--- config.mk ---
export PLATFORM = sky130hd
export DESIGN_NAME = frame_buffer_arbiter
export DESIGN_NICKNAME = d
export VERILOG_FILES = /design/src/rtl/frame_buffer_arbiter.sv
export SDC_FILE = /design/constraint.sdc
export NUM_CORES = 1
export LEC_CHECK = 0
export ABC_AREA = 1
export ABC_CLOCK_PERIOD_IN_PS = 2200
export CAP_MARGIN = 25
export CORE_AREA = 3 3 88 90
export CTS_CLUSTER_DIAMETER = 80
export DETAILED_ROUTE_END_ITERATION = 12
export DIE_AREA = 0 0 91 93
export PLACE_DENSITY = 0.78
export SYNTH_ARGS = -nofsm -noshare
export SYNTH_HDL_FRONTEND = slang
export SYNTH_SLANG_ARGS = --single-unit
export TNS_END_PERCENT = 20
--- constraint.sdc ---
create_clock -name clk -period 2.2 [get_ports clk]
set_clock_uncertainty 0.15 [all_clocks]
set_input_delay 0.44 -clock clk [delete_from_list [all_inputs] [get_ports clk]]
set_output_delay 0.44 -clock clk [all_outputs]
set_load 0.03 [all_outputs]
--- src/rtl/frame_buffer_arbiter.sv ---
// Arbitrates a single-port frame buffer RAM between one-shot camera capture
// and a readout requester; reads are only served while no capture is active.
module frame_buffer_arbiter #(
  parameter int ADDR_W    = 18,
  parameter int DATA_W    = 8,
  parameter int MEM_DEPTH = 160000
) (
  input  logic              clk,
  input  logic              reset_n,
  input  logic              capture_req,
  input  logic              fv,
  input  logic              cam_wr_en,
  input  logic [ADDR_W-1:0] cam_addr,
  input  logic [DATA_W-1:0] cam_data,
  input  logic              rd_req,
  input  logic [ADDR_W-1:0] rd_addr,
  output logic              rd_gnt,
  output logic              rd_valid,
  output logic [DATA_W-1:0] rd_data,
  output logic [ADDR_W-1:0] ram_addr,
  output logic [DATA_W-1:0] ram_wdata,
  output logic              ram_we,
  input  logic [DATA_W-1:0] ram_rdata,
  output logic [1:0]        state,
  output logic              capture_done,
  output logic              overflow_err,
  output logic [ADDR_W-1:0] pixel_count
);

  localparam logic [ADDR_W-1:0] DEPTH = ADDR_W'(MEM_DEPTH);

  typedef enum logic [1:0] {
    IDLE    = 2'd0,
    ARMED   = 2'd1,
    CAPTURE = 2'd2,
    READY   = 2'd3
  } state_e;

  state_e              state_q, state_d;
  logic                fv_q;
  logic                capture_done_q;
  logic                overflow_q;
  logic [ADDR_W-1:0]   pixel_count_q;
  logic                ram_we_q;
  logic [ADDR_W-1:0]   ram_addr_q;
  logic [DATA_W-1:0]   ram_wdata_q;
  logic                rd_p1_q, rd_p2_q, rd_oor1_q, rd_oor2_q;
  logic                rd_valid_q;
  logic [DATA_W-1:0]   rd_data_q;

  logic fv_rise, fv_fall, wr_accept, wr_in_range, rd_in_range, enter_capture;

  assign fv_rise       = fv & ~fv_q;
  assign fv_fall       = ~fv & fv_q;
  assign wr_accept     = (state_q == CAPTURE) && cam_wr_en;
  assign wr_in_range   = cam_addr < DEPTH;
  assign rd_in_range   = rd_addr < DEPTH;
  assign enter_capture = (state_q == ARMED) && fv_rise;
  // Reads and writes are exclusive by state, so the RAM port never collides.
  assign rd_gnt        = rd_req && ((state_q == IDLE) || (state_q == READY));

  always_comb begin
    state_d = state_q;
    case (state_q)
      IDLE:    if (capture_req) state_d = ARMED;
      ARMED:   if (fv_rise)     state_d = CAPTURE;
      CAPTURE: if (fv_fall)     state_d = READY;
      READY:   if (capture_req) state_d = ARMED;
      default: state_d = IDLE;
    endcase
  end

  always_ff @(posedge clk) begin
    if (!reset_n) begin
      state_q        <= IDLE;
      fv_q           <= 1'b0;
      capture_done_q <= 1'b0;
      overflow_q     <= 1'b0;
      pixel_count_q  <= '0;
      ram_we_q       <= 1'b0;
      ram_addr_q     <= '0;
      ram_wdata_q    <= '0;
      rd_p1_q        <= 1'b0;
      rd_p2_q        <= 1'b0;
      rd_oor1_q      <= 1'b0;
      rd_oor2_q      <= 1'b0;
      rd_valid_q     <= 1'b0;
      rd_data_q      <= '0;
    end else begin
      state_q        <= state_d;
      fv_q           <= fv;
      capture_done_q <= (state_q == CAPTURE) && fv_fall;
      ram_we_q       <= 1'b0;
      if (wr_accept) begin
        if (wr_in_range) begin
          ram_we_q    <= 1'b1;
          ram_addr_q  <= cam_addr;
          ram_wdata_q <= cam_data;
          if (pixel_count_q != DEPTH) pixel_count_q <= pixel_count_q + ADDR_W'(1);
        end else begin
          overflow_q <= 1'b1;
        end
      end else if (rd_gnt) begin
        ram_addr_q <= rd_addr;
      end
      if (enter_capture) begin
        pixel_count_q <= '0;
        overflow_q    <= 1'b0;
      end
      // Read pipeline: address out, RAM latency, then registered return.
      rd_p1_q    <= rd_gnt;
      rd_oor1_q  <= rd_gnt && !rd_in_range;
      rd_p2_q    <= rd_p1_q;
      rd_oor2_q  <= rd_oor1_q;
      rd_valid_q <= rd_p2_q;
      if (rd_p2_q) rd_data_q <= rd_oor2_q ? '0 : ram_rdata;
    end
  end

  assign state        = state_q;
  assign capture_done = capture_done_q;
  assign overflow_err = overflow_q;
  assign pixel_count  = pixel_count_q;
  assign ram_we       = ram_we_q;
  assign ram_addr     = ram_addr_q;
  assign ram_wdata    = ram_wdata_q;
  assign rd_valid     = rd_valid_q;
  assign rd_data      = rd_data_q;

endmodule

==> metrics.txt, run 1 <==
status finished clean; Die ar. approximately 0.0085 sq mm; worst-margin pin slew ~0.38 ns; core area between 0.007 and 0.008 sq mm; Gates resized, CTS repair 0; Starting Density between 40 and 50%; WHS Endpoint rd_p2_q; DP HPWL about 6.6 mm; share of flip-flops with an asynchronous set or reset 0%; Mapped Cells 450; number of synthesized flops with an enable pin 0; Routed WL about 8.6 mm; sequential-to-total area share from yosys stat between 40% and 50%; Site Rows 31; PwrDens between 800 and 900 mW/mm^2; clk buf depth 2; I/O pins approximately 120; Hold Path Class flop to flop; DR vias between 3000 and 4000; worst r2r src state[0]; RSZ-0062 raised after global routing no; ant diodes 0; worst-path fanout max 6; Clock Latency Late Sink between 0.3 and 0.4 ns; Hold Crit Depth 2; post-synthesis net count 512; slowest stage delay, CP a little over 0.7 ns; CP required 1.61 ns; Residual DRC 0; setup violators final 0; number of synthesized register bits between 60 and 70; final net count approximately 630; post-layout min period between 2 and 2.5 ns; FF-to-FF setup slack about 0.4 ns; Die Width 91 um; Hold Crit Start rd_p1_q; DRT Pass-1 Iters 4; layout cell share with drive strength beyond 1 under 10%; clock-pin slew on the worst setup and hold paths around 0.07 ns; Top Family by Delay on Critical Path buffers and inverters; initial antenna violation count 0; GPL Wtd Cong 0.897; area of the mapped netlist roughly 0.0030 sq mm; CP Launch Type flop; critical path class flop to primary output; critical path, cell by cell clkdlybuf4s50_1; total power roughly 3.7 mW; final hold vios 0; critical path arrival roughly 1.5 ns; H-tree depth 3; setup bufs post-CTS 0; Slew Viols, Final 0; setup_tns 0 ns; clk root buf clkbuf_8; R2R depth 8; fin crit share roughly 94%; # clock sinks 63; post-route ant nets 0; Vias/cell about 4.7; Critical Path Slowest Stage Cell clkdlybuf4s50_1; Hold WS roughly 0.27 ns; CTS tree built; Layout Area Growth over Synthesis 48.3%; vias in the first global route between 2000 and 3000; cts bufs inserted 9; Reg-to-Reg End ram_addr[0]; Chip Height around 93 um; worst path bufs/invs 1; Worst Setup End Kind primary output; port buffer count ~120; Leak Pwr 1.82 nW; ys flop type dfxtp_1; pin count of the biggest net entering global routing 38; Netlist cell types 28; drt initial violations about 180; Max Cap Viol 0; Max VDD drop 0.472 mV; Overflow after GRT 0; Hold-fix buffers, CTS 0; Max-Slew Margin vs Limit between 70% and 80%; Avg Cell Area, Syn approximately 6.8 sq um; FMAX just under 500 MHz; first-pass GRT wire length 13.8 mm; Yosys warnings 0; Overall Global Routing Usage 20.0%; Wirelength per Cell around 13 um
worst max path at each step:
stage / startpoint / to / slack, ns / depth (start not counted)
global placement: cam_addr[16] / pixel_count[2] / 0.05 / 9
detailed placement: cam_addr[16] / pixel_count[2] / -0.04 / 9
CTS: pixel_count[2] / pixel_count[2] / 0.12 / 1
floorplan: state[0] / ram_addr[10] / 0.20 / 9
global route: pixel_count[4] / pixel_count[4] / 0.05 / 1
finish: pixel_count[4] / pixel_count[4] / 0.13 / 1
per-stage QoR:
step | util (%) | setup slack [ns] | instance area, sq um | instances
after global placement | 60.7 | 0.0541 | 4330 | 659
final | 63.3 | 0.129 | 4520 | 675
after floorplan | - | 0.203 | 3050 | 450
after global routing | 63.3 | 0.0495 | 4520 | 675
after detailed placement | 60.7 | -0.0378 | 4330 | 659
after CTS | 63.3 | 0.118 | 4520 | 675
power by group:
group          switching (mW)  internal (mW)  leakage, nW
Clock                   0.457          0.519       0.0960
Combinational           0.785          0.540         1.21
Sequential             0.0988           1.29        0.512
logic make-up after synthesis:
kind of cell | synth area share (%)
AND/OR/NAND/NOR | 34.1
AO/OA/AOI/OAI | 11.4
flip-flops | 41.4
buffers and inverters | 8.95
XOR/XNOR | 2.59
adder cells (fa/ha/maj) | 1.64
synthesized netlist by cell type (4+ instances only):
library cell | instances | area (sq um)
a21oi_1 | 48 | 240
nor2_1 | 50 | 188
xor2_1 | 6 | 52.6
nand3_1 | 41 | 205
inv_1 | 40 | 150
o21ai_0 | 12 | 60.1
clkbuf_1 | 5 | 18.8
buf_6 | 5 | 56.3
ha_1 | 4 | 50.1
buf_2 | 5 | 25.0
dfxtp_1 | 63 | 1260
nor2_2 | 4 | 25.0
nand2_1 | 144 | 541
layout make-up:
| type | count | area (sq um) |
|---|---|---|
| well taps | 99 | 124 |
| clock inverters | 6 | 61.3 |
| flip-flops and latches | 63 | 1260 |
| inverters | 42 | 158 |
| clock buffers | 10 | 128 |
| fillers | 657 | 2620 |
| multi-input cells | 327 | 1520 |
| repair buffers | 128 | 1270 |
cells in the final DEF, fill, tap and decap left out, drive strengths merged:
cell,Yosys,layout
nand2,147,147
clkdlybuf4s50,0,115
dfxtp,63,63
nor2,55,55
a21oi,49,49
nand3,43,43
inv,42,42
o21ai,15,15
buf,13,13
clkbuf,5,10
xor2,6,6
ha,4,4
clkinv,0,4
xnor2,3,3
nand4,2,2
o21bai,1,1
o41ai,1,1
nor3,1,1
clkinvlp,0,1
bufinv,0,1
worst register-to-register path, delay by kind of cell, from the launching register on:
family | cells | cell delay [ns]
AOI/OAI and AO/OA | 1 | 0.14
DFF | 1 | 0.36
buffers and inverters | 2 | 0.17
adders and majority gates | 1 | 0.30
and+or+nand+nor | 4 | 0.62
flip-flops by register name (all words and copies together), names as in the netlist:
register / count
ram_we: 1
rd_oor1_q: 1
fv_q: 1
capture_done: 1
rd_oor2_q: 1
rd_p1_q: 1
ram_wdata: 8
rd_data: 8
state: 2
overflow_err: 1
rd_valid: 1
ram_addr: 18
rd_p2_q: 1
pixel_count: 18
metal layers:
metal / GRT usage (%) / wire (um) / vias up
met5: 0 / 0 / -
met1: 24.6 / 3780 / 1423
met3: 4.18 / 496 / 8
met4: 7.79 / 107 / 0
li1: - / - / 1663
met2: 34.5 / 4210 / 99
No activity file was read; power rests on OpenSTA's default activity.
==> run 2: changes to the inputs <==
--- a/config.mk
+++ b/config.mk
@@ -12,7 +12,9 @@
 export CTS_CLUSTER_DIAMETER = 80
 export DETAILED_ROUTE_END_ITERATION = 12
 export DIE_AREA = 0 0 91 93
-export PLACE_DENSITY = 0.78
+export PLACE_DENSITY_LB_ADDON = 0.08
+export SETUP_SLACK_MARGIN = 0.5
+export SLEW_MARGIN = 40
 export SYNTH_ARGS = -nofsm -noshare
 export SYNTH_HDL_FRONTEND = slang
 export SYNTH_SLANG_ARGS = --single-unit
==> metrics.txt, run 2 (synthesis gave the netlist of run 1 again) <==
Cells after DPL between 600 and 700; Chip Height 93 um; critical path, cell by cell clkdlybuf4s50_1; CP Launch Type flop; DP HPWL roughly 6.6 mm; Layout Area Growth over Synthesis 58.6%; post-layout min period 1.96 ns; setup violators final 0; Hold Crit Start rd_oor1_q; Die ar. between 0.008 and 0.009 sq mm; Residual DRC 0; Leak Pwr 2.30 nW; CP required roughly 1.6 ns; most common cell after layout, fill and taps aside nand2_1; drt initial violations about 170; layout cell share with drive strength beyond 1 between 10% and 20%; DRT Pass-1 Iters 4; final worst setup slack 0.240 ns; final core occ about two thirds; slowest stage delay, CP roughly 0.70 ns; CTS tree built; Top Family by Delay on Critical Path buffers and inverters; Hold-fix buffers, CTS 0; Vias/cell between 4 and 5; first-pass GRT wire length around 14 mm; # clock sinks between 60 and 70; worst r2r src pixel_count[1]; worst-margin pin slew just over 0.4 ns; port buffer count 116; worst-path fanout max 2; FF-to-FF setup slack about 0.45 ns; H-tree depth 3; Max-Slew Margin vs Limit around 72%; Overflow after GRT 0; final hold vios 0; fin cells about 700; Site Rows 31; total power about 4 mW; clk root buf clkbuf_8; Worst Setup End Kind primary output; core area between 0.007 and 0.008 sq mm; placed inst area between 0.004 and 0.005 sq mm; Max VDD drop approximately 0.52 mV; Overall Global Routing Usage 20.1%; vias in the first global route 3058; RSZ-0062 raised after global routing yes; Wirelength per Cell around 14 um; post-route ant nets 0; FMAX between 500 and 600 MHz; Clock Latency Late Sink 0.34 ns; Slew Viols, Final 0; GPL Wtd Cong ~0.90; Die Width roughly 91 um; most frequent cells in the layout nand2_1 (141), clkdlybuf4s50_1 (69), dfxtp_1 (59); Hold Path Class flop to flop; critical path arrival ~1.4 ns; DR vias approximately 3400; final net count around 640; PwrDens 821 mW/mm^2; pin count of the biggest net entering global routing 38; WHS Endpoint rd_oor2_q; initial antenna violation count 0; R2R depth 10; clk buf depth 2; Hold Crit Depth 2; ant diodes 0; worst path bufs/invs 1; cts bufs inserted 9; Placement Setup Slack -0.0514 ns; fin crit share 89.1%; I/O pins about 120; Routed WL ~9.4 mm; beginning of the critical path rd_data[6]; # fillers 662; Reg-to-Reg End pixel_count[16]; critical path class flop to primary output; Design Area, Final around 0.0048 sq mm; status finished clean; Max Cap Viol 0; Critical Path Slowest Stage Cell clkdlybuf4s50_1; Starting Density between 40% and 50%; clock-pin slew on the worst setup and hold paths ~0.070 ns
## run 2: changes by cell type in the layout (fill, tap and decap cells not counted), sizes merged, moves of 3 or more
cell | previous run | this run
buf | 13 | 23
clkbuf | 10 | 13
clkdlybuf4s15 | 0 | 14
clkdlybuf4s50 | 115 | 69
dlygate4sd2 | 0 | 3
dlymetal6s2s | 0 | 25
## run 2: metrics by stage
stage                     setup TNS (ns)  hold slack [ns]
final                                  0            0.264
after global routing                   0            0.300
after CTS                              0            0.265
after detailed placement          -0.401            0.250
after global placement                 0            0.248
after floorplan                        0            0.240
## run 2: how the worst max path moves through the flow
stage	to	cells past startpoint
after global routing	pixel_count[7]	1
after CTS	ram_addr[11]	1
after global placement	pixel_count[1]	9
after detailed placement	ram_addr[5]	8
final	rd_data[6]	1
after floorplan	pixel_count[15]	9
## run 2: cell type report
type / count / area, sq um / area share, %
sequential: 63 / 1270 / 26.2
inverter: 42 / 163 / 3.36
tap: 99 / 124 / 2.56
clock buffer: 11 / 153 / 3.16
clock inverter: 5 / 53.8 / 1.11
multi-input combinational: 328 / 1620 / 33.6
timing repair buffer: 136 / 1450 / 30.0
## run 2: where the power goes
part | switching (mW) | internal, mW | total (mW)
logic | 0.879 | 0.645 | 1.52
registers | 0.0930 | 1.30 | 1.39
clock network | 0.463 | 0.590 | 1.05
## run 2: layer usage
metal	GRT usage [%]	part of all wire, %	vias up
met3	6.36	7.3	23
met1	23.3	42	1562
met5	0	0	-
met4	8.67	3.1	0
li1	-	-	1690
met2	34.2	47	119
## run 2: what timing repair did
| action | 4_1_cts | 5_1_grt |
|---|---|---|
| cloned | 0 | 3 |
| pin swaps | 1 | 7 |
| endpoints found under the setup margin | 104 | 99 |
| buffers inserted | 2 | 5 |
| gates resized for setup | 65 | 52 |
